===== src/rtl/regset_write_sched.sv =====
// regset_write_sched: clears the 64-entry register set after reset, then
// arbitrates the single write port between core writeback (always wins)
// and a small in-order late-write FIFO. Reports pending late writes on the
// two read addresses so the pipeline can interlock.
module regset_write_sched #(
  parameter int ADDR_W     = 6,
  parameter int DEPTH      = 64,
  parameter int FIFO_DEPTH = 2
) (
  input  logic              clk,
  input  logic              rstn,
  output logic              init_busy,
  input  logic              wb_valid,
  input  logic [ADDR_W-1:0] wb_addr,
  input  logic [31:0]       wb_data,
  input  logic              wb_grubby,
  input  logic              late_valid,
  output logic              late_ready,
  input  logic [ADDR_W-1:0] late_addr,
  input  logic [31:0]       late_data,
  input  logic              late_grubby,
  input  logic [ADDR_W-1:0] ra1,
  input  logic [ADDR_W-1:0] ra2,
  output logic              pend1,
  output logic              pend2,
  output logic              we,
  output logic [ADDR_W-1:0] wa,
  output logic [31:0]       wd,
  output logic              wg
);

  localparam int CNT_W = $clog2(DEPTH);
  localparam int PTR_W = $clog2(FIFO_DEPTH);
  localparam logic [CNT_W-1:0] CNT_LAST = CNT_W'(DEPTH - 1);
  localparam logic [PTR_W:0]   CNT_FULL = (PTR_W + 1)'(FIFO_DEPTH);

  typedef enum logic [0:0] {ST_CLEAR = 1'b0, ST_RUN = 1'b1} state_t;

  state_t            state_r;
  state_t            state_next_s;
  logic [CNT_W-1:0]  cnt_r;

  logic [ADDR_W-1:0]   f_addr_r [FIFO_DEPTH];
  logic [31:0]         f_data_r [FIFO_DEPTH];
  logic                f_tag_r  [FIFO_DEPTH];
  logic [FIFO_DEPTH-1:0] f_vld_r;
  logic [PTR_W-1:0]    wr_ptr_r;
  logic [PTR_W-1:0]    rd_ptr_r;
  logic [PTR_W:0]      count_r;

  logic run_s;
  logic not_empty_s;
  logic push_s;
  logic pop_s;

  assign run_s       = (state_r == ST_RUN);
  assign not_empty_s = (count_r != {(PTR_W + 1){1'b0}});
  // Ready depends on registered state only; no path from late_valid.
  assign late_ready  = run_s && (count_r < CNT_FULL);
  assign push_s      = late_valid && late_ready;
  // The head leaves the FIFO whenever the core is not using the port,
  // including superseded heads which then leave the port idle.
  assign pop_s       = run_s && !wb_valid && not_empty_s;

  // State register.
  always_ff @(posedge clk or negedge rstn) begin
    if (!rstn) begin
      state_r <= ST_CLEAR;
    end else begin
      state_r <= state_next_s;
    end
  end

  // Next state: leave CLEAR after the last entry is written; RUN is terminal.
  always_comb begin
    state_next_s = state_r;
    case (state_r)
      ST_CLEAR: begin
        if (cnt_r == CNT_LAST) begin
          state_next_s = ST_RUN;
        end else begin
          state_next_s = ST_CLEAR;
        end
      end
      ST_RUN:  state_next_s = ST_RUN;
      default: state_next_s = ST_CLEAR;
    endcase
  end

  // Clear address counter, advancing once per CLEAR cycle.
  always_ff @(posedge clk or negedge rstn) begin
    if (!rstn) begin
      cnt_r <= {CNT_W{1'b0}};
    end else if (state_r == ST_CLEAR) begin
      cnt_r <= cnt_r + CNT_W'(1);
    end else begin
      cnt_r <= cnt_r;
    end
  end

  // Write-port mux: clear sweep, then writeback over FIFO head.
  always_comb begin
    init_busy = 1'b1;
    we        = 1'b0;
    wa        = {ADDR_W{1'b0}};
    wd        = 32'h0000_0000;
    wg        = 1'b0;
    case (state_r)
      ST_CLEAR: begin
        init_busy = 1'b1;
        we        = 1'b1;
        wa        = ADDR_W'(cnt_r);
      end
      ST_RUN: begin
        init_busy = 1'b0;
        if (wb_valid) begin
          we = 1'b1;
          wa = wb_addr;
          wd = wb_data;
          wg = wb_grubby;
        end else if (not_empty_s && f_vld_r[rd_ptr_r]) begin
          we = 1'b1;
          wa = f_addr_r[rd_ptr_r];
          wd = f_data_r[rd_ptr_r];
          wg = f_tag_r[rd_ptr_r];
        end else begin
          we = 1'b0;
        end
      end
      default: begin
        init_busy = 1'b1;
        we        = 1'b0;
      end
    endcase
  end

  // Hazard flags: any still-valid buffered write to a nonzero read address.
  always_comb begin
    pend1 = 1'b0;
    pend2 = 1'b0;
    for (int i = 0; i < FIFO_DEPTH; i++) begin
      if (f_vld_r[i] && (f_addr_r[i] == ra1)) begin
        pend1 = 1'b1;
      end else begin
        pend1 = pend1;
      end
      if (f_vld_r[i] && (f_addr_r[i] == ra2)) begin
        pend2 = 1'b1;
      end else begin
        pend2 = pend2;
      end
    end
    if (ra1 == {ADDR_W{1'b0}}) begin
      pend1 = 1'b0;
    end else begin
      pend1 = pend1;
    end
    if (ra2 == {ADDR_W{1'b0}}) begin
      pend2 = 1'b0;
    end else begin
      pend2 = pend2;
    end
  end

  // FIFO pointers and occupancy; a simultaneous push and pop keeps count.
  always_ff @(posedge clk or negedge rstn) begin
    if (!rstn) begin
      wr_ptr_r <= {PTR_W{1'b0}};
      rd_ptr_r <= {PTR_W{1'b0}};
      count_r  <= {(PTR_W + 1){1'b0}};
    end else begin
      wr_ptr_r <= push_s ? (wr_ptr_r + PTR_W'(1)) : wr_ptr_r;
      rd_ptr_r <= pop_s  ? (rd_ptr_r + PTR_W'(1)) : rd_ptr_r;
      case ({push_s, pop_s})
        2'b10:   count_r <= count_r + (PTR_W + 1)'(1);
        2'b01:   count_r <= count_r - (PTR_W + 1)'(1);
        default: count_r <= count_r;
      endcase
    end
  end

  // Per-entry valid: set on push, cleared on pop or by a younger writeback
  // to the same address. A push into a slot wins over invalidation.
  always_ff @(posedge clk or negedge rstn) begin
    if (!rstn) begin
      f_vld_r <= {FIFO_DEPTH{1'b0}};
    end else begin
      for (int i = 0; i < FIFO_DEPTH; i++) begin
        if (push_s && (wr_ptr_r == PTR_W'(i))) begin
          f_vld_r[i] <= 1'b1;
        end else if (pop_s && (rd_ptr_r == PTR_W'(i))) begin
          f_vld_r[i] <= 1'b0;
        end else if (run_s && wb_valid && (f_addr_r[i] == wb_addr)) begin
          f_vld_r[i] <= 1'b0;
        end else begin
          f_vld_r[i] <= f_vld_r[i];
        end
      end
    end
  end

  // FIFO payload storage, written at the tail on push.
  always_ff @(posedge clk or negedge rstn) begin
    if (!rstn) begin
      for (int i = 0; i < FIFO_DEPTH; i++) begin
        f_addr_r[i] <= {ADDR_W{1'b0}};
        f_data_r[i] <= 32'h0000_0000;
        f_tag_r[i]  <= 1'b0;
      end
    end else begin
      for (int i = 0; i < FIFO_DEPTH; i++) begin
        if (push_s && (wr_ptr_r == PTR_W'(i))) begin
          f_addr_r[i] <= late_addr;
          f_data_r[i] <= late_data;
          f_tag_r[i]  <= late_grubby;
        end else begin
          f_addr_r[i] <= f_addr_r[i];
          f_data_r[i] <= f_data_r[i];
          f_tag_r[i]  <= f_tag_r[i];
        end
      end
    end
  end

endmodule

===== config.mk =====
export PLATFORM = sky130hd
export DESIGN_NAME = regset_write_sched
export DESIGN_NICKNAME = d
export VERILOG_FILES = /design/src/rtl/regset_write_sched.sv
export SDC_FILE = /design/constraint.sdc
export NUM_CORES = 1
export LEC_CHECK = 0
export CAP_MARGIN = 20
export CORE_MARGIN = 1.5
export CORE_UTILIZATION = 48
export CTS_CLUSTER_SIZE = 14
export DETAILED_ROUTE_END_ITERATION = 8
export PLACE_DENSITY = 0.81
export SYNTH_ARGS = -nofsm -noshare
export SYNTH_HDL_FRONTEND = slang
export SYNTH_SLANG_ARGS = --single-unit

===== constraint.sdc =====
create_clock -name clk -period 2.1 [get_ports clk]
set_input_delay 0.21 -clock clk [delete_from_list [all_inputs] [get_ports clk]]
set_output_delay 0.21 -clock clk [all_outputs]
set_load 0.01 [all_outputs]

==> flow_summary.toml, run 1 <==
[outcome]
status = "finished with violations"
failed_checks = "negative setup slack"

[pwr]
clkPwrFrac_pct = 34.6
swShare_pct = 24.1
power_density_mw_per_mm2 = 476
power_frac_seq_pct = 54.7
internal_power_uw = 2430
power_switching_uw = 773
total_leakage_power_uw = 0.00320
power_frac_comb_pct = 10.7
peakVddDrop_uv = 284

[drt]
finalWirelength_mm = 12.0
vias_per_cell = 5.41
wl_per_cell_um = 16.9
ant_nets = 0
drtIter0Drc = 134
first_pass_iters = 4
route.detailed.drc = 0
vias = 3839

[synthesis]
synth-seq-cells = 91
yosysSeqAreaShare_pct = 47.7
yosysWarnings = 0
synth_top_area_share_pct = 47.7
netlist.top_cell.by_area = "dfrtp_1"
yosys-top-cells-area = "dfrtp_1, mux2_2, mux2i_1"
synth_fp_nets = 505
netlist_area_mm2 = 0.00477
ys_types = 30
syn-mean-instance-area_um2 = 11.7
syn_inst = 409

[place]
place_area_mm2 = 0.00644
numPortBuffers = 137
gp_congestion = 0.806
dp.cells = 684
post-place-ws_ns = -0.295
dp_hpwl_mm = 8.40

[finish]
finalNonFillerCells = 710
fin_area_mm2 = 0.00674
area_growth_pct = 41.3
n_antenna_cell = 0
final_cell_mix = "clkdlybuf4s50_1, dfrtp_1, mux2_2, mux2i_1, nand2_1"
fin_util_pct = 69.3
layout_commonest_cell = "clkdlybuf4s50_1"
num-nets-final = 668
drive_above_1_share_pct = 38.5

[cts]
numCtsBuffers = 9
cts_root_buf = "clkbuf_8"
clk_latency_ns = 0.36
ctsHtreeMaxLevel = 3
cts_tree = "yes"
cts_buffer_depth = 2
clock_sinks = 91
path_clk_slew_ns = 0.10

[floorplan]
die_w_um = 103
die_y_um = 103
dieArea_mm2 = 0.0105
ios = 138
num_rows = 36
core_area_mm2 = 0.00973
initial_core_util_pct = 49.0

[sta]
fin_skew_ns = 0.00929
setup_viol = 34
fmax_ghz = 0.435
fin_crit_ns = 2.30
setup_ws_ns = -0.200
worst_slew_pin_slew_ns = 0.500
fin_crit_sh_pct = 110
slew_headroom_pct = 66.6
rsz0062_at_grt = "true"
hold_violations = 0
drv_slew = 0
tns_ns = -4.42

[critical_path]
crit_chain = "mux2i_2 -> or4_4 -> buf_12 -> buf_16 -> o21ai_2 -> buf_2"
cp_max_fo = 4
worst-setup-path-type = "flop to output port"
startpoint_type = "flop"
cp.arrival_ns = 2.09
critPathBufInv = 3
critPathSlowestCell = "or4_4"
end_kind = "output port"
cp.required_ns = 1.89
critical_path.top_delay_family = "simple AND/OR/NAND/NOR gates"
regToRegSetupSlack_ns = 0.25
slowest_delay_ns = 0.60

[hold_path]
hold_path.class = "primary input to async pin"

[global_routing]
grt_pass1_vias = 3914
grt-ovfl-total = 0
track_usage_pct = 23.6
grt_max_degree = 55
grt_pass1_wl_mm = 19.1
antenna_found_initial = 0

[flow_run]
cap_viol_max_count = 0
==> stage by stage <==
stage	power, uW	hold WS [ns]
after CTS	3230	0.377
after floorplan	1860	-0.0856
after detailed placement	2130	0.209
final	3210	0.354
after global routing	3340	0.392
after global placement	2120	0.203
==> final timing paths <==
path / from / endpoint / cells past startpoint
max: rd_ptr_r$_DFFE_PN0P_ / wd[1] / 6
min reg2reg: cnt_r[2]$_DFFE_PN0N_ / cnt_r[2]$_DFFE_PN0N_ / 1
max reg2reg: run_s$_DFF_PN0_ / f_data_r[32]$_DFFE_PN0P_ / 6
min: rstn / f_data_r[4]$_DFFE_PN0P_ / 2
max in group asynchronous: rstn / f_data_r[17]$_DFFE_PN0P_ / 3
min in group clk: late_data[18] / f_data_r[18]$_DFFE_PN0P_ / 2
==> routing by layer <==
layer	global-route usage (%)	wire, um	vias to the layer above
met4	10.0	358	0
met3	3.86	545	30
met1	29.5	4920	1910
li1	-	-	1782
met5	0	0	-
met2	40.7	6140	117
==> area by class of cell <==
type                    count  area (um2)
clock buffers              10         138
clock inverters             6        47.5
fillers                   721        2990
inverters                   1        3.75
multi-input cells         294        2540
flip-flops and latches     91        2290
well taps                 133         166
repair buffers            175        1560
==> synthesized netlist by cell type <==
master / number
dfrtp_1: 91
mux2_2: 79
mux2i_1: 40
nand2_1: 36
o21ai_1: 30
xnor2_1: 25
xor2_1: 21
a21oi_1: 11
nor4_1: 11
nor2_1: 9
buf_2: 8
clkbuf_1: 8
nand4_1: 6
o21ai_0: 6
buf_6: 4
nand3_1: 4
buf_4: 3
or4_1: 3
ha_1: 2
o32a_1: 2
a21bo_2: 1
and2_1: 1
and2b_1: 1
and3_1: 1
inv_2: 1
nor2b_1: 1
nor3_1: 1
o22ai_1: 1
o41ai_1: 1
or3_1: 1
==> cell families (layout without fill, tap and decap cells) <==
family	Yosys count	in the layout	share of synthesized area, %
adders and majority gates	2	2	0.524
buffers and inverters	24	192	2.96
xor gates and xnor gates	46	46	8.44
DFF	91	91	47.7
AOI/OAI and AO/OA	52	52	5.87
muxes	119	119	27.0
and+or+nand+nor	75	75	7.45
==> timing repair <==
item	CTS	global route
cloned	2	0
pin swaps	1	14
endpoints found under the setup margin	42	41
resized for setup	162	55
buffers inserted	5	5
hold endpoints to repair	37	0
hold buffers	1	0
==> power groups by stage <==
stage / combinational (uW) / clock [uW] / sequential (uW)
floorplan: 73.3 / 0 / 1790
global placement: 327 / 0 / 1790
detailed placement: 338 / 0 / 1790
CTS: 342 / 1130 / 1760
global route: 369 / 1220 / 1760
finish: 343 / 1110 / 1760
==> flip-flops by register name (all words and copies together), names as in the netlist <==
| name | count |
|---|---|
| cnt_r | 6 |
| count_r | 2 |
| f_addr_r | 12 |
| f_data_r | 64 |
| f_tag_r | 2 |
| f_vld_r | 2 |
| rd_ptr_r | 1 |
| run_s | 1 |
| wr_ptr_r | 1 |
(Power assumes the default switching activity.)
==> inputs of run 2 (changes only) <==
CORE_UTILIZATION = 43   (was 48)
CTS_CLUSTER_SIZE = default   (was 14)
PLACE_DENSITY = 0.76   (was 0.81)
clock period = 2 ns   (was 2.1 ns; I/O delays follow)
==> run 2 against run 1 <==
The flow still finishes with violations (negative setup slack). Register-to-register slack lost 0.07 ns. Sequential power is 5% higher. First-iteration DRC count up 19%. Power is 3.3% higher. Hold slack worse by 0.012 ns. Count of clock-buffer cells in the layout stayed put. Non-clock buffer count is 1 higher. Wire length fell by 2.2%. Die area is 11% higher. Flip-flop and latch count is the same. Largest power group unchanged.
==> flow_summary.toml, run 2 (synthesis gave the netlist of run 1 again) <==
[global_routing]
grt_pass1_vias = 3782
grt-ovfl-total = 0
antenna_found_initial = 0
grt_max_degree = 42
grt_pass1_wl_mm = 18.7
track_usage_pct = 20.8

[finish]
layout_commonest_cell = "clkdlybuf4s50_1"
fin_util_pct = 61.3
finalNonFillerCells = 718
fin_area_mm2 = 0.00665
reg_top3 = "f_data_r: 64 flops, f_addr_r: 12 flops, cnt_r: 6 flops"
final_cell_mix = "clkdlybuf4s50_1, dfrtp_1, mux2_2, mux2i_1, buf_2"
area_growth_pct = 39.3
num-nets-final = 669
largest_reg_flops = 64
n_antenna_cell = 0
drive_above_1_share_pct = 34.9
regMostFlops = "f_data_r"

[critical_path]
cp_max_fo = 14
cp.arrival_ns = 1.89
crit_chain = "mux2i_1 -> or4_4 -> buf_12 -> o21ai_1 -> buf_2"
slowest_delay_ns = 0.51
critPathLaunch = "rd_ptr_r$_DFFE_PN0P_"
cp.depth = 5
critical_path.top_delay_family = "simple AND/OR/NAND/NOR gates"
rr_startpoint = "run_s$_DFF_PN0_"
startpoint_type = "flop"
rr_worst_depth = 6
critPathBufInv = 2
cp.required_ns = 1.80
end_kind = "output port"
critPathSlowestCell = "or4_4"
worst-setup-path-type = "flop to output port"

[drt]
vias = 3721
ant_nets = 0
finalWirelength_mm = 11.7
vias_per_cell = 5.18
drtIter0Drc = 160
wl_per_cell_um = 16.3
route.detailed.drc = 0
first_pass_iters = 4

[sta]
hold_violations = 0
fin_crit_ns = 2.09
fmax_ghz = 0.478
drv_slew = 0
setup_ws_ns = -0.0927
slew_headroom_pct = 66.7
setup_viol = 35
rsz0062_at_grt = "true"
fin_crit_sh_pct = 105
fin_skew_ns = 0.00790
worst_slew_pin_slew_ns = 0.500

[cts]
clk_latency_ns = 0.35
path_clk_slew_ns = 0.09
clock_sinks = 91
cts_buffer_depth = 2
numCtsBuffers = 9
ctsHtreeMaxLevel = 3
cts_tree = "yes"
cts_root_buf = "clkbuf_8"

[floorplan]
die_y_um = 108
die_w_um = 108
core_area_mm2 = 0.0108
ios = 138
num_rows = 38
dieArea_mm2 = 0.0117
initial_core_util_pct = 44.0

[flow_run]
cap_viol_max_count = 0

[pwr]
total_leakage_power_uw = 0.00314
internal_power_uw = 2520
peakVddDrop_uv = 291
power_frac_comb_pct = 11.1
power_switching_uw = 795
swShare_pct = 24.0
power_frac_seq_pct = 55.6
power_density_mw_per_mm2 = 499
clkPwrFrac_pct = 33.3

[outcome]
failed_checks = "negative setup slack"
status = "finished with violations"

[place]
numPortBuffers = 137
place_area_mm2 = 0.00644
dp_hpwl_mm = 8.37
gp_congestion = 0.805
dp.cells = 689

[hold_path]
hold_path.class = "primary input to async pin"
==> run 2: power by group through the flow <==
stage	registers [uW]	logic, uW	clock network [uW]
after floorplan	1880	76.9	0
after global placement	1880	346	0
after detailed placement	1880	356	0
after CTS	1840	367	1140
after global routing	1840	397	1210
final	1840	367	1100
==> run 2: repair_timing <==
action | in CTS | in global routing
pin swaps | 8 | 5
gates resized for setup | 187 | 16
cloned | 1 | 0
hold buffers | 1 | 0
buffers inserted | 7 | 4
endpoints found under the hold margin | 36 | 0
endpoints found under the setup margin | 42 | 43
==> run 2: worst paths after layout <==
path                                       endpoint  slack, ns
max                                          wd[21]      -0.09
min                        f_data_r[26]$_DFFE_PN0P_       0.34
max reg2reg                f_data_r[61]$_DFFE_PN0P_       0.18
min reg2reg                    cnt_r[2]$_DFFE_PN0N_       0.50
max in group asynchronous  f_data_r[46]$_DFFE_PN0P_       1.05
min in group clk           f_data_r[59]$_DFFE_PN0P_       0.48
==> run 2: routing by layer <==
metal,vias up,wire [um],global-route usage [%]
li1,1786,-,-
met1,1829,5210,26.8
met2,87,5850,35.3
met3,19,443,3.07
met4,0,203,7.61
met5,-,0,0
==> run 2: cell type report <==
| cell class | count | area (um2) |
|---|---|---|
| clock inverters | 6 | 40.0 |
| inverters | 1 | 3.75 |
| repair buffers | 176 | 1570 |
| clock buffers | 10 | 128 |
| fillers | 939 | 4190 |
| well taps | 140 | 175 |
| multi-input cells | 294 | 2440 |
| flip-flops and latches | 91 | 2290 |
==> run 2: per-stage QoR <==
step	total power [uW]	setup WS, ns	setup TNS (ns)	hold WS (ns)
2_1_floorplan	1960	0.203	0	-0.0956
4_1_cts	3350	-0.120	-3.01	0.351
6_report	3310	-0.0927	-2.33	0.342
3_5_place_dp	2240	-0.338	-10.91	0.200
5_1_grt	3460	-0.187	-5.66	0.391
3_3_place_gp	2230	-0.338	-10.84	0.189
